--- src/rtl/ewma_cov_sequencer_pkg.sv ---
// ewma_pkg: shared types and sizing helpers for the EWMA mean/covariance
// sequencer.
//   ewma_state_t   - sequencer states (IDLE, INIT, COV, MEAN, DONE)
//   n_pairs(n)     - number of upper-triangle (i <= j) pairs for an n x n matrix
//   mac_width(w)   - signed width of the shared MAC's intermediate products
package ewma_pkg;

    typedef enum logic [2:0] {
        IDLE,
        INIT,
        COV,
        MEAN,
        DONE
    } ewma_state_t;

    // Headroom above 3*WIDTH so the sum of two triple products cannot overflow
    // the intermediate.
    localparam int MAC_GUARD_BITS = 2;

    function automatic int n_pairs(input int n);
        return n * (n + 1) / 2;
    endfunction

    function automatic int mac_width(input int w);
        return 3 * w + MAC_GUARD_BITS;
    endfunction

endpackage

--- src/rtl/ewma_cov_sequencer_if.sv ---
// ewma_cov_sequencer_if: sample handshake and result bus of the EWMA
// mean/covariance sequencer.
//   valid_in / x_in / ready_in : producer offers a return vector, accepted
//                                when valid_in && ready_in
//   busy                       : an update is in progress
//   valid_out                  : one-cycle pulse, mean_out/cov_out consistent
//   mean_out / cov_out         : live working registers (signed words)
// master = producer/consumer side, slave = the sequencer.
interface ewma_cov_sequencer_if #(
    parameter int WIDTH    = 16,
    parameter int N_STOCKS = 4
);

    logic                                             valid_in;
    logic [N_STOCKS-1:0][WIDTH-1:0]                   x_in;
    logic                                             ready_in;
    logic                                             busy;
    logic                                             valid_out;
    logic [N_STOCKS-1:0][WIDTH-1:0]                   mean_out;
    logic [N_STOCKS-1:0][N_STOCKS-1:0][WIDTH-1:0]     cov_out;

    modport master (
        output valid_in, x_in,
        input  ready_in, busy, valid_out, mean_out, cov_out
    );

    modport slave (
        input  valid_in, x_in,
        output ready_in, busy, valid_out, mean_out, cov_out
    );

endinterface

--- src/rtl/ewma_cov_sequencer_mac.sv ---
// ewma_mac: shared combinational multiply-add-shift unit.
//   y = (a*b*s + c*d*e) >>> sh, all signed, evaluated in an IW-bit
//   intermediate, arithmetic (floor) shift, result wrapped to WIDTH bits.
//   a..e : OPW-bit signed operands
//   sh   : shift amount
//   y    : WIDTH-bit signed result
module ewma_mac #(
    parameter int WIDTH = 16,
    parameter int OPW   = WIDTH + 1,
    parameter int IW    = 3 * WIDTH + 2,
    parameter int SHW   = 5
) (
    input  logic signed [OPW-1:0] a,
    input  logic signed [OPW-1:0] b,
    input  logic signed [OPW-1:0] s,
    input  logic signed [OPW-1:0] c,
    input  logic signed [OPW-1:0] d,
    input  logic signed [OPW-1:0] e,
    input  logic        [SHW-1:0] sh,
    output logic signed [WIDTH-1:0] y
);

    logic signed [IW-1:0] sum;

    always_comb begin
        // Operands are sign-extended to IW before multiplying so the products
        // are formed at full intermediate width.
        sum = IW'(a) * IW'(b) * IW'(s) + IW'(c) * IW'(d) * IW'(e);
        y   = WIDTH'(sum >>> sh);
    end

endmodule

--- src/rtl/ewma_cov_sequencer.sv ---
// ewma_cov_sequencer: time-multiplexed EWMA mean/covariance engine.
// Each accepted return vector is walked through one shared MAC: first the
// upper triangle of the covariance matrix (mirrored into the lower triangle),
// then the per-stock means. The first sample after reset only primes the
// means. Completion is signalled by a one-cycle valid_out pulse.
//   clk, rst : clock, synchronous active-high reset
//   io       : slave side of ewma_cov_sequencer_if (sample in, results out)
module ewma_cov_sequencer
    import ewma_pkg::*;
#(
    parameter int WIDTH    = 16,
    parameter int FRACT    = 8,
    parameter int N_STOCKS = 4,
    parameter int LAMBDA   = 1 << (FRACT - 2)
) (
    input  logic                 clk,
    input  logic                 rst,
    ewma_cov_sequencer_if.slave  io
);

    localparam int OPW = WIDTH + 1;                  // differences need one extra bit
    localparam int IW  = mac_width(WIDTH);
    localparam int CW  = (N_STOCKS > 1) ? $clog2(N_STOCKS) : 1;
    localparam int SHW = $clog2(2 * FRACT + 1);

    localparam logic signed [OPW-1:0] ONE_OP   = OPW'(1 << FRACT);
    localparam logic signed [OPW-1:0] UNIT_OP  = OPW'(1);
    localparam logic signed [OPW-1:0] W_OLD    = OPW'((1 << FRACT) - LAMBDA);
    localparam logic signed [OPW-1:0] W_NEW    = OPW'(LAMBDA);
    localparam logic [CW-1:0]         LAST_IDX = CW'(N_STOCKS - 1);

    ewma_state_t state;
    logic        primed;
    logic        valid_q;
    logic        busy_q;
    logic        ready_q;

    logic [CW-1:0] i_q;
    logic [CW-1:0] j_q;
    logic [CW-1:0] k_q;

    logic [N_STOCKS-1:0][WIDTH-1:0]               x_q;
    logic [N_STOCKS-1:0][WIDTH-1:0]               mean_q;
    logic [N_STOCKS-1:0][N_STOCKS-1:0][WIDTH-1:0] cov_q;

    logic signed [OPW-1:0]   d_i;
    logic signed [OPW-1:0]   d_j;
    logic signed [OPW-1:0]   mac_a;
    logic signed [OPW-1:0]   mac_b;
    logic signed [OPW-1:0]   mac_s;
    logic signed [OPW-1:0]   mac_c;
    logic signed [OPW-1:0]   mac_d;
    logic signed [OPW-1:0]   mac_e;
    logic        [SHW-1:0]   mac_sh;
    logic signed [WIDTH-1:0] mac_y;

    // Operand mux for the shared MAC. In COV the deviations use the old means,
    // which are still untouched because the MEAN phase comes afterwards.
    always_comb begin
        // NOTE: every signal written here gets a default first, so no path
        // leaves it unassigned and no latch is inferred.
        mac_a  = '0;
        mac_b  = '0;
        mac_s  = '0;
        mac_c  = '0;
        mac_d  = '0;
        mac_e  = '0;
        mac_sh = '0;
        d_i    = OPW'($signed(mean_q[i_q])) - OPW'($signed(x_q[i_q]));
        d_j    = OPW'($signed(mean_q[j_q])) - OPW'($signed(x_q[j_q]));
        case (state)
            COV: begin
                // ((ONE-L)*cov*ONE + L*d_i*d_j) >>> 2*FRACT
                mac_a  = OPW'($signed(cov_q[i_q][j_q]));
                mac_b  = W_OLD;
                mac_s  = ONE_OP;
                mac_c  = d_i;
                mac_d  = d_j;
                mac_e  = W_NEW;
                mac_sh = SHW'(2 * FRACT);
            end
            MEAN: begin
                // (mean*(ONE-L) + x*L) >>> FRACT
                mac_a  = OPW'($signed(mean_q[k_q]));
                mac_b  = W_OLD;
                mac_s  = UNIT_OP;
                mac_c  = OPW'($signed(x_q[k_q]));
                mac_d  = W_NEW;
                mac_e  = UNIT_OP;
                mac_sh = SHW'(FRACT);
            end
            default: ;
        endcase
    end

    ewma_mac #(
        .WIDTH (WIDTH),
        .OPW   (OPW),
        .IW    (IW),
        .SHW   (SHW)
    ) u_mac (
        .a  (mac_a),
        .b  (mac_b),
        .s  (mac_s),
        .c  (mac_c),
        .d  (mac_d),
        .e  (mac_e),
        .sh (mac_sh),
        .y  (mac_y)
    );

    always_ff @(posedge clk) begin
        if (rst) begin
            // NOTE: the working arrays are cleared by reset as well, so an
            // abandoned update leaves nothing behind and outputs read zero.
            state   <= IDLE;
            primed  <= 1'b0;
            valid_q <= 1'b0;
            busy_q  <= 1'b0;
            ready_q <= 1'b1;
            i_q     <= '0;
            j_q     <= '0;
            k_q     <= '0;
            x_q     <= '0;
            mean_q  <= '0;
            cov_q   <= '0;
        end else begin
            // NOTE: non-blocking assignments throughout, so every read in this
            // block sees the value from before the edge.
            valid_q <= 1'b0;
            case (state)
                IDLE: begin
                    if (io.valid_in) begin
                        x_q     <= io.x_in;
                        i_q     <= '0;
                        j_q     <= '0;
                        k_q     <= '0;
                        busy_q  <= 1'b1;
                        ready_q <= 1'b0;
                        state   <= primed ? COV : INIT;
                    end
                end
                INIT: begin
                    mean_q  <= x_q;
                    cov_q   <= '0;
                    primed  <= 1'b1;
                    valid_q <= 1'b1;
                    state   <= DONE;
                end
                COV: begin
                    // Diagonal pairs write the same element twice with the
                    // same value, which is harmless.
                    cov_q[i_q][j_q] <= mac_y;
                    cov_q[j_q][i_q] <= mac_y;
                    if (j_q == LAST_IDX) begin
                        if (i_q == LAST_IDX) begin
                            state <= MEAN;
                        end else begin
                            i_q <= i_q + 1'b1;
                            j_q <= i_q + 1'b1;
                        end
                    end else begin
                        j_q <= j_q + 1'b1;
                    end
                end
                MEAN: begin
                    mean_q[k_q] <= mac_y;
                    if (k_q == LAST_IDX) begin
                        valid_q <= 1'b1;
                        state   <= DONE;
                    end else begin
                        k_q <= k_q + 1'b1;
                    end
                end
                DONE: begin
                    busy_q  <= 1'b0;
                    ready_q <= 1'b1;
                    state   <= IDLE;
                end
                default: begin
                    busy_q  <= 1'b0;
                    ready_q <= 1'b1;
                    state   <= IDLE;
                end
            endcase
        end
    end

    assign io.ready_in  = ready_q;
    assign io.busy      = busy_q;
    assign io.valid_out = valid_q;
    assign io.mean_out  = mean_q;
    assign io.cov_out   = cov_q;

endmodule
--- src/flat_wrapper.sv ---
// flat-port wrapper written by rule: the top's interface ports become plain ports
module ewma_cov_sequencer_flat import ewma_pkg::*;
#(
    parameter int WIDTH    = 16,
    parameter int FRACT    = 8,
    parameter int N_STOCKS = 4,
    parameter int LAMBDA   = 1 << (FRACT - 2)
)
  (clk, rst, io_valid_in, io_x_in, io_ready_in, io_busy, io_valid_out, io_mean_out, io_cov_out);
  ewma_cov_sequencer_if #(.WIDTH(WIDTH), .N_STOCKS(N_STOCKS)) io_i ();
  input  logic clk;
  input  logic rst;
  input wire logic [$bits(io_i.valid_in)-1:0] io_valid_in;
  input wire logic [$bits(io_i.x_in)-1:0] io_x_in;
  output wire logic [$bits(io_i.ready_in)-1:0] io_ready_in;
  output wire logic [$bits(io_i.busy)-1:0] io_busy;
  output wire logic [$bits(io_i.valid_out)-1:0] io_valid_out;
  output wire logic [$bits(io_i.mean_out)-1:0] io_mean_out;
  output wire logic [$bits(io_i.cov_out)-1:0] io_cov_out;
  assign io_i.valid_in = io_valid_in;
  assign io_i.x_in = io_x_in;
  assign io_ready_in = io_i.ready_in;
  assign io_busy = io_i.busy;
  assign io_valid_out = io_i.valid_out;
  assign io_mean_out = io_i.mean_out;
  assign io_cov_out = io_i.cov_out;
  ewma_cov_sequencer #(.WIDTH(WIDTH), .FRACT(FRACT), .N_STOCKS(N_STOCKS), .LAMBDA(LAMBDA)) u_core (.clk(clk), .rst(rst), .io(io_i));
endmodule
--- config.mk ---
export PLATFORM = sky130hd
export DESIGN_NAME = ewma_cov_sequencer_flat
export DESIGN_NICKNAME = d
export VERILOG_FILES = /design/src/rtl/ewma_cov_sequencer_pkg.sv /design/src/rtl/ewma_cov_sequencer_if.sv /design/src/rtl/ewma_cov_sequencer_mac.sv /design/src/rtl/ewma_cov_sequencer.sv /design/src/flat_wrapper.sv
export SDC_FILE = /design/constraint.sdc
export NUM_CORES = 2
export LEC_CHECK = 0
export CAP_MARGIN = 10
export CORE_ASPECT_RATIO = 1.1
export CORE_UTILIZATION = 30
export DETAILED_ROUTE_END_ITERATION = 12
export PLACE_DENSITY = 0.6
export SYNTH_ARGS = -nofsm -noshare
export SYNTH_HDL_FRONTEND = slang
export SYNTH_SLANG_ARGS = --single-unit
export TNS_END_PERCENT = 30
--- constraint.sdc ---
create_clock -name clk -period 13.7 [get_ports clk]
set_input_delay 4.11 -clock clk [delete_from_list [all_inputs] [get_ports clk]]
set_output_delay 4.11 -clock clk [all_outputs]
set_load 0.02 [all_outputs]
==> metrics.txt <==
Worst-Skew Late Latency 610 ps; Synth area leader dfxtp_1; Bufs on Longest Clock Path 3; most frequent cell after synthesis nand2_1; Die Ht 372 um; share of the clock period used by the worst path 0.973; routed vias/inst 5.30; Worst EP required between 10000 and 15000 ps; Fmax about 0.075 GHz; core area 0.123 mm2; PD cells roughly 120 mW/mm2; register area share after synthesis 0.213; Pins Over Slew Limit 0; initial antenna violation count 5; Slew headroom 0.178; Placed Instances 6225; initial core utilization 0.302; CTS tree done; vias in the first global route approximately 33000; largest net degree at the start of global routing 117; Fin Hold WS between 400 and 500 ps; first-pass GRT wire length 209000 um; routability-driven placement congestion ratio 0.942; Port Buf Inserts 389; Worst-Margin Slew approximately 1200 ps; Syn Std Cell Area approximately 0.037 mm2; DRT Pass-1 Iters 8; max cap viols 0; Finished Layout Cells approximately 6300; slowest CP cell fa_1; main flop type after synthesis dfxtp_1; kind of end point of the critical path flop; overflow left after global routing 0; pre-CTS WS -326 ps; Yosys reg bits slightly below 400; Die W approximately 340 um; Antenna Violating Nets Remaining 0; # hold bufs at CTS 0; Total GRT Usage 0.220; Max FO, Critical Path 8; final hold viol count 0; synthesized area per cell slightly below 9 um2; Crit path arrival time roughly 14000 ps; Rows 135; Commonest cells post-synth 527 x nand2_1, 513 x inv_1, 397 x dfxtp_1; Lkg Pwr about 20 nW; share of the synthesized area in the top cell type 0.213; Root Driver clkbuf_16; crit path time final approximately 13000 ps; fill count 12344; synth top area cells dfxtp_1 21%, fa_1 17%, ha_1 12%, mux4_2 10%, nand2_1 5.3%; DR WL/cell 22.4 um; total I/O pin count around 400; total number of H-tree levels 2; vias 33580; detailed-route DRC error count 0; status finished clean; CTS sink cnt ~400; routed wire length 142000 um; Layout Nets between 5000 and 6000; Post-synth EDFFs 0; Netlist cell types 78; worst hold path type flop to flop; Num CTS Buffers 38; post-detail-place hpwl about 110000 um; 1st-iter DRT viols 2931; clock-pin slew on the worst setup and hold paths roughly 70 ps; asr flop ratio synth 0; cells after synthesis 4160; P&R area growth vs syn 27.3%; Worst VDD drop 0.116 mV; endpoints failing setup 0; Synth Net Count 4922; Die Area 0.126 mm2; Fin Clk Skew 48.8 ps; Syn. warnings 0; CP Launch Type flop; Critical Path Max Stage Delay 550 ps; critical path class flop to flop; Final Worst Setup Slack 376 ps; share of cells above drive strength 1 0.164
[flip-flops by register name, indices dropped and copies added, names as in the netlist]
register and flops:
u_core.x_q 64, u_core.io.busy 1, u_core.i_q 2, u_core.state 3
u_core.io.mean_out 64, u_core.io.valid_out 1, u_core.io.ready_in 1, u_core.io.cov_out 256
u_core.k_q 2, u_core.primed 1, u_core.j_q 2
[metrics by stage]
stage	util	TNS [ps]	total power, mW	instance area (um2)
after floorplan	-	0	3.10	37300
after global placement	0.361	-13470	4.24	44500
after detailed placement	0.361	-11910	4.26	44500
after CTS	0.374	0	5.43	46000
after global routing	0.385	-1980	5.98	47400
final	0.385	0	5.65	47400
[critical path, delay by kind of cell, from the launching register on]
kind	cells	cell delay, ps
fa+ha+maj	16	6280
compound gates	19	2910
simple gates	8	1150
buf+inv	11	1030
xor+xnor	4	860
mux	1	540
flops	1	420
[layout by cell type, fill, tap and decap left out, drive strengths merged, types with 26 or more instances in the layout]
| cell type | n |
|---|---|
| nand2 | 527 |
| a21oi | 353 |
| and3 | 45 |
| o21a | 26 |
| clkbuf | 51 |
| a21o | 74 |
| nand2b | 59 |
| fa | 323 |
| buf | 301 |
| inv | 515 |
| ha | 372 |
| o21ai | 129 |
| nand3 | 84 |
| mux4 | 172 |
| clkdlybuf4s50 | 388 |
| a22oi | 60 |
| nor2 | 369 |
| dfxtp | 397 |
| xnor2 | 73 |
| xor2 | 35 |
| nor3 | 31 |
| a22o | 37 |
[cell families (layout without fill, tap and decap cells)]
kind of cell,Yosys count,after routing,share of synthesized area
adders and majority gates,695,695,0.299
xor gates and xnor gates,108,108,0.0256
DFF,397,397,0.213
muxes,185,185,0.108
buffers and inverters,740,1273,0.0756
and+or+nand+nor,1221,1221,0.142
AOI/OAI and AO/OA,814,814,0.136
other,0,1,0
[path summary, 6_finish.rpt]
kind	startpoint	to	slack, ps	cells past startpoint
worst min-delay path	u_core.primed$_SDFFE_PP0P_	u_core.primed$_SDFFE_PP0P_	470	2
worst max register to register	u_core.i_q[0]$_SDFFE_PP0P_	u_core.io.cov_out[49]$_SDFFE_PP0P_	380	59
worst max-delay path	u_core.i_q[0]$_SDFFE_PP0P_	u_core.io.cov_out[49]$_SDFFE_PP0P_	380	59
worst min register to register	u_core.primed$_SDFFE_PP0P_	u_core.primed$_SDFFE_PP0P_	470	2
[routing by layer]
layer	vias up	wire length [um]	global-route usage	part of all wire
li1	15061	-	-	-
met4	4	7180	0.102	0.051
met1	16694	56600	0.284	0.40
met2	1534	66900	0.360	0.47
met3	287	11200	0.0342	0.079
met5	-	27	0	0.00019
[where the power goes]
| group | total [mW] | switching, mW | internal, mW |
|---|---|---|---|
| logic | 3.19 | 1.93 | 1.26 |
| clock network | 1.14 | 0.516 | 0.621 |
| registers | 1.33 | 0.108 | 1.22 |
[cell type report]
class                   count  area, um2  share of cell area
diodes                      1       2.50           0.0000528
inverters                 514       1930              0.0407
repair buffers            691       6480               0.137
clock inverters            19        278             0.00586
well taps                1644       2060              0.0434
multi-input cells        3023      27700               0.584
clock buffers              49       1030              0.0218
flip-flops and latches    397       7960               0.168
[what timing repair did]
item | 4_1_cts | 5_1_grt
setup endpoints to repair | 148 | 276
gates resized for setup | 28 | 207
pin swaps | 5 | 124
buffers inserted | 2 | 41
gates cloned | 0 | 2
No activity file was read; power rests on OpenSTA's default activity.
